## config.mk

```make
export PLATFORM = sky130hd
export DESIGN_NAME = aes_spi_frame_link
export DESIGN_NICKNAME = d
export VERILOG_FILES = /design/src/rtl/aes_spi_pkg.sv /design/src/rtl/aes_spi_frame_link_piso.sv /design/src/rtl/aes_spi_frame_link.sv
export SDC_FILE = /design/constraint.sdc
export NUM_CORES = 1
export LEC_CHECK = 0
export BUFFER_PORTS_ARGS = -buffer_cell sky130_fd_sc_hd__buf_2
export CAP_MARGIN = 20
export CORE_MARGIN = 1
export CORE_UTILIZATION = 30
export CTS_CLUSTER_SIZE = 30
export DETAILED_ROUTE_END_ITERATION = 8
export SYNTH_ARGS = -nofsm -noshare
export SYNTH_HDL_FRONTEND = slang
export SYNTH_SLANG_ARGS = --single-unit
```

## constraint.sdc

```tcl
create_clock -name clk -period 1.96 [get_ports clk]
set_clock_uncertainty 0.2 [all_clocks]
set_input_delay 0.294 -clock clk [delete_from_list [all_inputs] [get_ports clk]]
set_output_delay 0.294 -clock clk [all_outputs]
set_load 0.01 [all_outputs]
```

## src/rtl/aes_spi_pkg.sv

```systemverilog
// Shared definitions for the AES SPI frame link.
// Provides the frame FSM state encoding, the fixed message width,
// the key width helper and the core mode constants.
package aes_spi_pkg;

  typedef enum logic [2:0] {
    IDLE      = 3'd0,
    RX_MSG    = 3'd1,
    RX_KEY    = 3'd2,
    START     = 3'd3,
    WAIT_CORE = 3'd4,
    TX        = 3'd5,
    DONE      = 3'd6
  } state_t;

  localparam int unsigned MSG_BITS = 128;

  localparam logic ENCR = 1'b0;
  localparam logic DECR = 1'b1;

  // Key length in bits for a key of nk 32-bit words.
  function automatic int unsigned KEY_BITS(input int unsigned nk);
    return nk * 32;
  endfunction

endpackage

```

## src/rtl/aes_spi_frame_link_piso.sv

```systemverilog
// 128-bit loadable right-shift register that drives MISO with bit 0.
// Ports:
//   clk, reset : clock and synchronous active-high reset
//   clear      : zero the register (line returns to 0)
//   load       : capture din in parallel
//   shift      : shift right by one, zero filled
//   din        : parallel load value
//   dout       : current bit 0
import aes_spi_pkg::*;

module spi_piso_128 (
  input  logic                clk,
  input  logic                reset,
  input  logic                clear,
  input  logic                load,
  input  logic                shift,
  input  logic [MSG_BITS-1:0] din,
  output logic                dout
);

  logic [MSG_BITS-1:0] sr;

  always_ff @(posedge clk) begin
    if (reset || clear) begin
      sr <= '0;
    end else if (load) begin
      sr <= din;
    end else if (shift) begin
      sr <= {1'b0, sr[MSG_BITS-1:1]};
    end
  end

  assign dout = sr[0];

endmodule

```

## src/rtl/aes_spi_frame_link.sv

```systemverilog
// Serial front-end for the AES slave: deserialises a 128-bit block and an
// NK*32-bit key (LSB first), starts the AES core, waits for completion and
// serialises the 128-bit result back on MISO (LSB first).
// Ports:
//   clk, reset         : clock and synchronous active-high reset
//   cs_n, bit_en, mosi : SPI frame select, bit strobe and serial input
//   mode_in            : 0 encrypt / 1 decrypt, sampled at frame start
//   miso               : serial result output
//   core_start/mode/data/key : request to the AES core
//   core_done, core_result   : completion handshake from the AES core
//   busy, frame_done, err_abort : status
import aes_spi_pkg::*;

module aes_spi_frame_link #(
  parameter int unsigned NK    = 4,
  parameter int unsigned BLK_W = 128
) (
  input  logic               clk,
  input  logic               reset,
  input  logic               cs_n,
  input  logic               bit_en,
  input  logic               mosi,
  input  logic               mode_in,
  output logic               miso,
  output logic               core_start,
  output logic               core_mode,
  output logic [BLK_W-1:0]   core_data,
  output logic [NK*32-1:0]   core_key,
  input  logic               core_done,
  input  logic [BLK_W-1:0]   core_result,
  output logic               busy,
  output logic               frame_done,
  output logic               err_abort
);

  localparam int unsigned KBITS    = KEY_BITS(NK);
  localparam int unsigned MIW      = $clog2(BLK_W);
  localparam int unsigned KIW      = $clog2(KBITS);
  localparam logic [8:0]  MSG_LAST = 9'(BLK_W - 1);
  localparam logic [8:0]  KEY_LAST = 9'(KBITS - 1);

  state_t     state;
  logic [8:0] cnt;
  logic       tx_load;
  logic       tx_shift;
  logic       tx_clear;

  // Shift register control. The final TX strobe does not shift so that
  // MISO keeps presenting the last result bit while in DONE.
  always_comb begin
    tx_load  = (state == WAIT_CORE) && core_done;
    tx_shift = (state == TX) && !cs_n && bit_en && (cnt != MSG_LAST);
    tx_clear = ((state == DONE) || (state == TX)) && cs_n;
  end

  always_ff @(posedge clk) begin
    if (reset) begin
      state     <= IDLE;
      cnt       <= '0;
      core_mode <= 1'b0;
      core_data <= '0;
      core_key  <= '0;
      err_abort <= 1'b0;
    end else begin
      err_abort <= 1'b0;
      case (state)
        IDLE: begin
          if (!cs_n) begin
            core_mode <= mode_in;
            cnt       <= '0;
            state     <= RX_MSG;
          end
        end
        RX_MSG: begin
          if (cs_n) begin
            state     <= IDLE;
            err_abort <= 1'b1;
          end else if (bit_en) begin
            core_data[cnt[MIW-1:0]] <= mosi;
            if (cnt == MSG_LAST) begin
              cnt   <= '0;
              state <= RX_KEY;
            end else begin
              cnt <= cnt + 9'd1;
            end
          end
        end
        RX_KEY: begin
          if (cs_n) begin
            state     <= IDLE;
            err_abort <= 1'b1;
          end else if (bit_en) begin
            core_key[cnt[KIW-1:0]] <= mosi;
            if (cnt == KEY_LAST) begin
              state <= START;
            end else begin
              cnt <= cnt + 9'd1;
            end
          end
        end
        START: begin
          state <= WAIT_CORE;
        end
        WAIT_CORE: begin
          if (core_done) begin
            cnt <= '0;
            if (cs_n) begin
              state     <= IDLE;
              err_abort <= 1'b1;
            end else begin
              state <= TX;
            end
          end
        end
        TX: begin
          if (cs_n) begin
            state     <= IDLE;
            err_abort <= 1'b1;
          end else if (bit_en) begin
            if (cnt == MSG_LAST) begin
              state <= DONE;
            end else begin
              cnt <= cnt + 9'd1;
            end
          end
        end
        DONE: begin
          if (cs_n) begin
            state <= IDLE;
          end
        end
        default: state <= IDLE;
      endcase
    end
  end

  assign core_start = (state == START);
  assign busy       = (state != IDLE);
  assign frame_done = (state == DONE);

  spi_piso_128 u_piso (
    .clk   (clk),
    .reset (reset),
    .clear (tx_clear),
    .load  (tx_load),
    .shift (tx_shift),
    .din   (core_result),
    .dout  (miso)
  );

endmodule

```

; Word-level counts from Yosys, hierarchy flattened
; Cells that the tools add are included.
[word_totals]
out_inout_bits = 262
ff_bits = 398
[op_classes]
n_bitwise = 1
n_reduce_logical = 20
mux = 32
n_lt_le_gt_ge = 2
n_eq_ne = 22
n_addsub = 1
[ops]
columns = op, n
row1 = $bwmux W128, 2
row2 = $mux W128, 2
row3 = $mux W9, 8
row4 = $mux W3, 13
row5 = $pmux W9 S4, 1
row6 = $pmux W3 S7, 1
row7 = $ne A3 B3 Y1 const B, 5
row8 = $ne A2 B2 Y1 const B, 7
row9 = $add A9 B1 Y9 const B, 1
row10 = $eq A3 B3 Y1 const B, 3
row11 = $eq A9 B7 Y1 const B, 1
row12 = $ne A9 B7 Y1 const B, 1
row13 = $reduce_and A9 Y1, 1
row14 = $lt A7 B8 Y1 const B, 1
row15 = $reduce_and A8 Y1, 1
row16 = $demux W1 S7, 1
row17 = $ge A7 B1 Y1 const B, 1
row18 = $eq A3 B2 Y1 const B, 2
row19 = $logic_and A1 B1 Y1, 6
row20 = $reduce_and A3 Y1, 2
row21 = $reduce_bool A4 Y1, 1
row22 = $eq A3 B1 Y1 const B, 1
row23 = $logic_not A3 Y1, 1
row24 = $mux W1, 3
row25 = other kinds (11), 12

; Logic depth before layout (Yosys ltp)
[logic_depth]
depth_word = 6
ltp_mapped = 8
mapped_depth_nobuf = 6

; Hierarchy
; A second synthesis with hierarchy kept.
[hier_totals]
cells_unflattened = 1653
hier_area_um2 = 17115.2
[modules_own_cells]
columns = module, instances, cells_per_inst, area_each_um2
row1 = aes_spi_frame_link, 1, 1084, 10949.3
row2 = spi_piso_128, 1, 569, 6165.9

; Least setup slack after synthesis
; OpenSTA, ideal clock, no wires.
[synth_path]
kind = register -> register
startpoint = register cnt[0]
endpoint = register cnt[6]
path_slack_ps = -148
setup_ps = 70
t_required_ps = 1690
arrival_ps = 1838
synth_period_minus_slack_ps = 2108
stages_incl_launch_ff = 8
n_path_buf = 1
cell_sequence = dfxtp_1 ha_1 nor4bb_2 a21o_1 a211o_1 buf_2 a2111o_1 a21oi_1
[synth_between]
elab_chain_cells = 5
elab_cells_between_ends = 11
[synth_lines]
columns = element, line
row1 = start: declaration, aes_spi_frame_link.sv:43  ; logic [8:0] cnt;
row2 = start signal: assignment, aes_spi_frame_link.sv:84  ; cnt <= cnt + 9'd1;
row3 = start signal: assignment, aes_spi_frame_link.sv:97  ; cnt <= cnt + 9'd1;
row4 = start signal: assignment, aes_spi_frame_link.sv:123  ; cnt <= cnt + 9'd1;
row5 = $add A9 B1 Y9 / $eq A9 B7 Y1 (equally long branches), --
row6 = $mux W9 (on tied branches), "aes_spi_frame_link.sv:94, aes_spi_frame_link.sv:120, aes_spi_frame_link.sv:80"
row7 = $mux W9 (on tied branches), "aes_spi_frame_link.sv:119, aes_spi_frame_link.sv:78"
row8 = $mux W9 (on tied branches), "aes_spi_frame_link.sv:116, aes_spi_frame_link.sv:75"
row9 = $pmux W9 S4, aes_spi_frame_link.sv:66  ; case (state)
; Parallel ways exist; a longest one is shown, timed or not. The select of a mux whose other input is x is not followed.
; A chain may end at the register's enable or synchronous reset.

; Worst setup path after layout
[layout_path]
startpoint = register cnt[0]
endpoint = register u_piso.sr[87]
[layout_between]
elab_chain_cells = 3
[layout_lines]
columns = element, line
row1 = $ne A9 B7 Y1, aes_spi_frame_link.sv:52  ; tx_shift = (state == TX) && !cs_n && bit_en && (cnt != MSG_LAST);
row2 = $logic_and A1 B1 Y1, aes_spi_frame_link.sv:52
row3 = $reduce_bool A2 Y1 (no line), --
row4 = end signal: assignment, aes_spi_frame_link_piso.sv:27  ; sr <= din;
row5 = end signal: assignment, aes_spi_frame_link_piso.sv:29  ; sr <= {1'b0, sr[MSG_BITS-1:1]};
row6 = end: declaration, aes_spi_frame_link_piso.sv:21  ; logic [MSG_BITS-1:0] sr;
; No other way between the ends.

==> flow_summary.json <==
{
  "final-setup-viol-count": 184,
  "globalRouteTotalUtil_pct": 21.8,
  "grt_overflow_total": 0,
  "maxSlewViolCount": 0,
  "placedCellCount": 2690,
  "clk_path_buf_depth": 3,
  "synthArstFlopShare_pct": 0,
  "start_util_pct": 30.5,
  "cts_inserted_buffers": 44,
  "flip_flop_and_latch_count_after_synthesis": 398,
  "global_route_wire_length_before_repair_um": 91000,
  "run_status": "finished, violations left",
  "achievable-frequency_mhz": 434,
  "remaining_drc_errors": 0,
  "ios": 397,
  "antenna_found_initial": 4,
  "nNetsFinal": 2398,
  "cp_slowest_cell": "sky130_fd_sc_hd__dfxtp_2",
  "yosys-top-cells-count": "398 x sky130_fd_sc_hd__dfxtp_1, 386 x sky130_fd_sc_hd__a211oi_1, 269 x sky130_fd_sc_hd__a21oi_1",
  "synth_top_cells_by_area": "sky130_fd_sc_hd__dfxtp_1 51%, sky130_fd_sc_hd__a211oi_1 18%, sky130_fd_sc_hd__a21oi_1 8.6%",
  "die_height_um": 231,
  "final_core_util_pct": 49.3,
  "fill_cells": 4515,
  "portBuffers": 396,
  "report.final.hold_viol_count": 0,
  "syn_avg_cell_area_um2": 9.61,
  "period_share_pct": 118,
  "first_pass_iters": 4,
  "edff_count_synth": 0,
  "worst-endpoint-required_ns": 2.22,
  "netlist.top_cell.by_area": "sky130_fd_sc_hd__dfxtp_1",
  "pin_count_of_the_biggest_net_entering_global_routing": 107,
  "viasPerCell": 5.32,
  "first_iter_violations": 835,
  "critPathArrivalTime_ns": 2.56,
  "cts_root_buf": "sky130_fd_sc_hd__clkbuf_16",
  "netlist_instances": 1633,
  "wl_per_cell_um": 22.2,
  "maxSlewHeadroom_pct": 57.2,
  "mappedNetlistNets": 1769,
  "multiInputGateArea_mm2": 0.00852,
  "num_rows": 83,
  "power.density_cell_area_mw_per_mm2": 709,
  "cp_cell_sequence": "ha_4 > nor4bb_4 > a21o_1 > o22ai_4 > buf_6 > buf_16 > buf_16 > nor2_4 > a211oi_4",
  "grt_pass1_vias": 15500,
  "fraction_of_final_layout_cells_sized_beyond_drive_strength_1_pct": 44.4,
  "timing.reg2reg.setup_slack_ns": -0.34,
  "area.sequential_mm2": 0.00798,
  "detailroute.via_count": 15800,
  "fp.dieW_um": 231,
  "max_cap_viol": 0,
  "core_region_area_mm2": 0.0515,
  "synth_ff_type": "sky130_fd_sc_hd__dfxtp_1",
  "slowest_delay_ns": 0.33,
  "worst-setup-path-type": "flop to flop",
  "final.min_clock_period_ns": 2.30,
  "place.gp.congestion": 0.830,
  "yosys_warnings": 0,
  "pnr_worst_setup_slack_ns": -0.344,
  "cell_with_the_most_instances_after_synthesis": "sky130_fd_sc_hd__dfxtp_1",
  "numClockSinks": 398,
  "leakage_power_summed_over_all_cells_nw": 9.19,
  "rsz0062_at_grt": "true",
  "clk_pin_slew_worst_paths_ns": 0.06,
  "worstSetupStartpointType": "flop",
  "clk_latency_ns": 0.57,
  "synth_sequential_area_ratio_pct": 50.8,
  "total_wire_length_um": 66200,
  "cts_htree_levels": 2,
  "synthToLayoutAreaGrowth_pct": 61.7,
  "dp_slack_ns": -0.162,
  "timing.critical_path.to_type": "flop",
  "hold_path_class": "input port to flop",
  "final_cell_count_no_fill": 2977,
  "cp_max_fo": 8,
  "synthDistinctLibCells": 46,
  "estimated_wirelength_of_the_detail_placed_design_um": 37800,
  "worst_path_most_repeated_cell": "sky130_fd_sc_hd__buf_16",
  "final.hold.worst_slack_ns": 0.0908,
  "postRouteAntennaNets": 0,
  "worst_ir_drop_vdd_mv": 0.594,
  "synthesis.area_mm2": 0.0157,
  "worst_pin_slew_ns": 0.642,
  "yosysTopAreaCellShare_pct": 50.8,
  "violations": "negative setup slack",
  "tritoncts": "built",
  "p_total_mw": 18.0,
  "dieArea_mm2": 0.0532
}
-- metal layers --
layer	GRT usage (%)	share of wire, %	vias up
met5	0	0.020	-
met4	6.60	3.7	2
met3	6.88	8.5	151
met2	37.7	49	634
met1	25.6	38	7697
li1	-	-	7365
-- power by group --
part           total, mW  internal, mW  leakage [nW]  switching, mW
sequential          8.15          8.12          3.21         0.0295
combinational       1.25         0.631          5.27          0.623
clock               8.58          5.02         0.714           3.56
total               18.0          13.8          9.19           4.21
-- kinds of logic (layout without fill, tap and decap cells) --
group | count (synthesis) | count (layout) | share of synthesized area (%)
buf+inv | 176 | 836 | 5.17
other cells | 0 | 3 | 0
xor+xnor | 1 | 1 | 0.0558
fa+ha+maj | 1 | 1 | 0.0797
simple gates | 255 | 255 | 7.85
compound gates | 673 | 674 | 27.9
mux | 129 | 129 | 8.23
flops | 398 | 398 | 50.8
-- state kept, by name, indices dropped and copies added (netlist names) --
signal / flops
core_data: 128
core_key: 128
u_piso.sr: 128
cnt: 9
state: 3
core_mode: 1
err_abort: 1
-- timing repair --
| item | in CTS | in global routing |
|---|---|---|
| resized for setup | 218 | 216 |
| setup endpoints to repair | 371 | 396 |
| endpoints found under the hold margin | 138 | 0 |
| buffers inserted | 16 | 39 |
| pin swaps | 32 | 124 |
| hold buffers | 132 | 0 |
| cloned | 8 | 20 |
-- critical path: cells and delay by family, from the launching register on --
kind | cells | cell delay, ns
adder cells (fa/ha/maj) | 1 | 0.15
flip-flops | 1 | 0.33
AO/OA/AOI/OAI | 3 | 0.82
AND/OR/NAND/NOR | 2 | 0.20
buffers and inverters | 3 | 0.47
-- cells in the final DEF, fill, tap and decap left out, types with 4 or more instances in the layout --
cell type,netlist,final
sky130_fd_sc_hd__nand2b_1,8,6
sky130_fd_sc_hd__buf_6,1,30
sky130_fd_sc_hd__buf_4,21,99
sky130_fd_sc_hd__a21oi_1,269,231
sky130_fd_sc_hd__buf_12,0,74
sky130_fd_sc_hd__buf_8,0,5
sky130_fd_sc_hd__a21oi_2,0,34
sky130_fd_sc_hd__dfxtp_1,398,392
sky130_fd_sc_hd__clkbuf_16,0,63
sky130_fd_sc_hd__mux2i_2,0,5
sky130_fd_sc_hd__nand3_1,6,6
sky130_fd_sc_hd__nor3_4,0,4
sky130_fd_sc_hd__a211oi_2,0,127
sky130_fd_sc_hd__a211oi_1,386,256
sky130_fd_sc_hd__buf_16,0,5
sky130_fd_sc_hd__clkinv_2,0,6
sky130_fd_sc_hd__dfxtp_2,0,4
sky130_fd_sc_hd__clkbuf_8,0,6
sky130_fd_sc_hd__nor2_1,171,72
sky130_fd_sc_hd__mux2i_1,129,124
sky130_fd_sc_hd__nand2_1,10,9
sky130_fd_sc_hd__nor2_4,8,63
sky130_fd_sc_hd__nor2_2,6,50
sky130_fd_sc_hd__nand3b_1,7,7
sky130_fd_sc_hd__a21oi_4,0,4
sky130_fd_sc_hd__buf_2,51,392
sky130_fd_sc_hd__dlygate4sd3_1,0,132
sky130_fd_sc_hd__clkbuf_1,96,10
sky130_fd_sc_hd__bufinv_16,0,5
-- worst paths after layout --
kind	startpoint	end	cells after the start
max	cnt[0]$_SDFFE_PP0P_	u_piso.sr[87]$_SDFFE_PP0P_	9
min	mosi	core_data[63]$_SDFFE_PP0P_	4
max reg2reg	cnt[0]$_SDFFE_PP0P_	u_piso.sr[87]$_SDFFE_PP0P_	9
min reg2reg	u_piso.sr[39]$_SDFFE_PP0P_	u_piso.sr[39]$_SDFFE_PP0P_	2
-- through the flow --
stage                     area [µm²]  setup TNS [ns]
after global placement         19900          -12.89
after global routing           25400          -42.62
after floorplan                15700         -0.0404
after detailed placement       19900          -16.86
after CTS                      23800          -20.91
final                          25400          -17.99
-- cell type report --
| type | instances | area share, % |
|---|---|---|
| timing repair buffer | 757 | 25.8 |
| multi-input combinational | 1060 | 33.6 |
| sequential | 398 | 31.4 |
| clock buffer | 59 | 4.76 |
| clock inverter | 19 | 1.05 |
| tap | 680 | 3.35 |
| inverter | 1 | 0.0148 |
| antenna | 3 | 0.0296 |
Power figures use the tool's default switching activity.
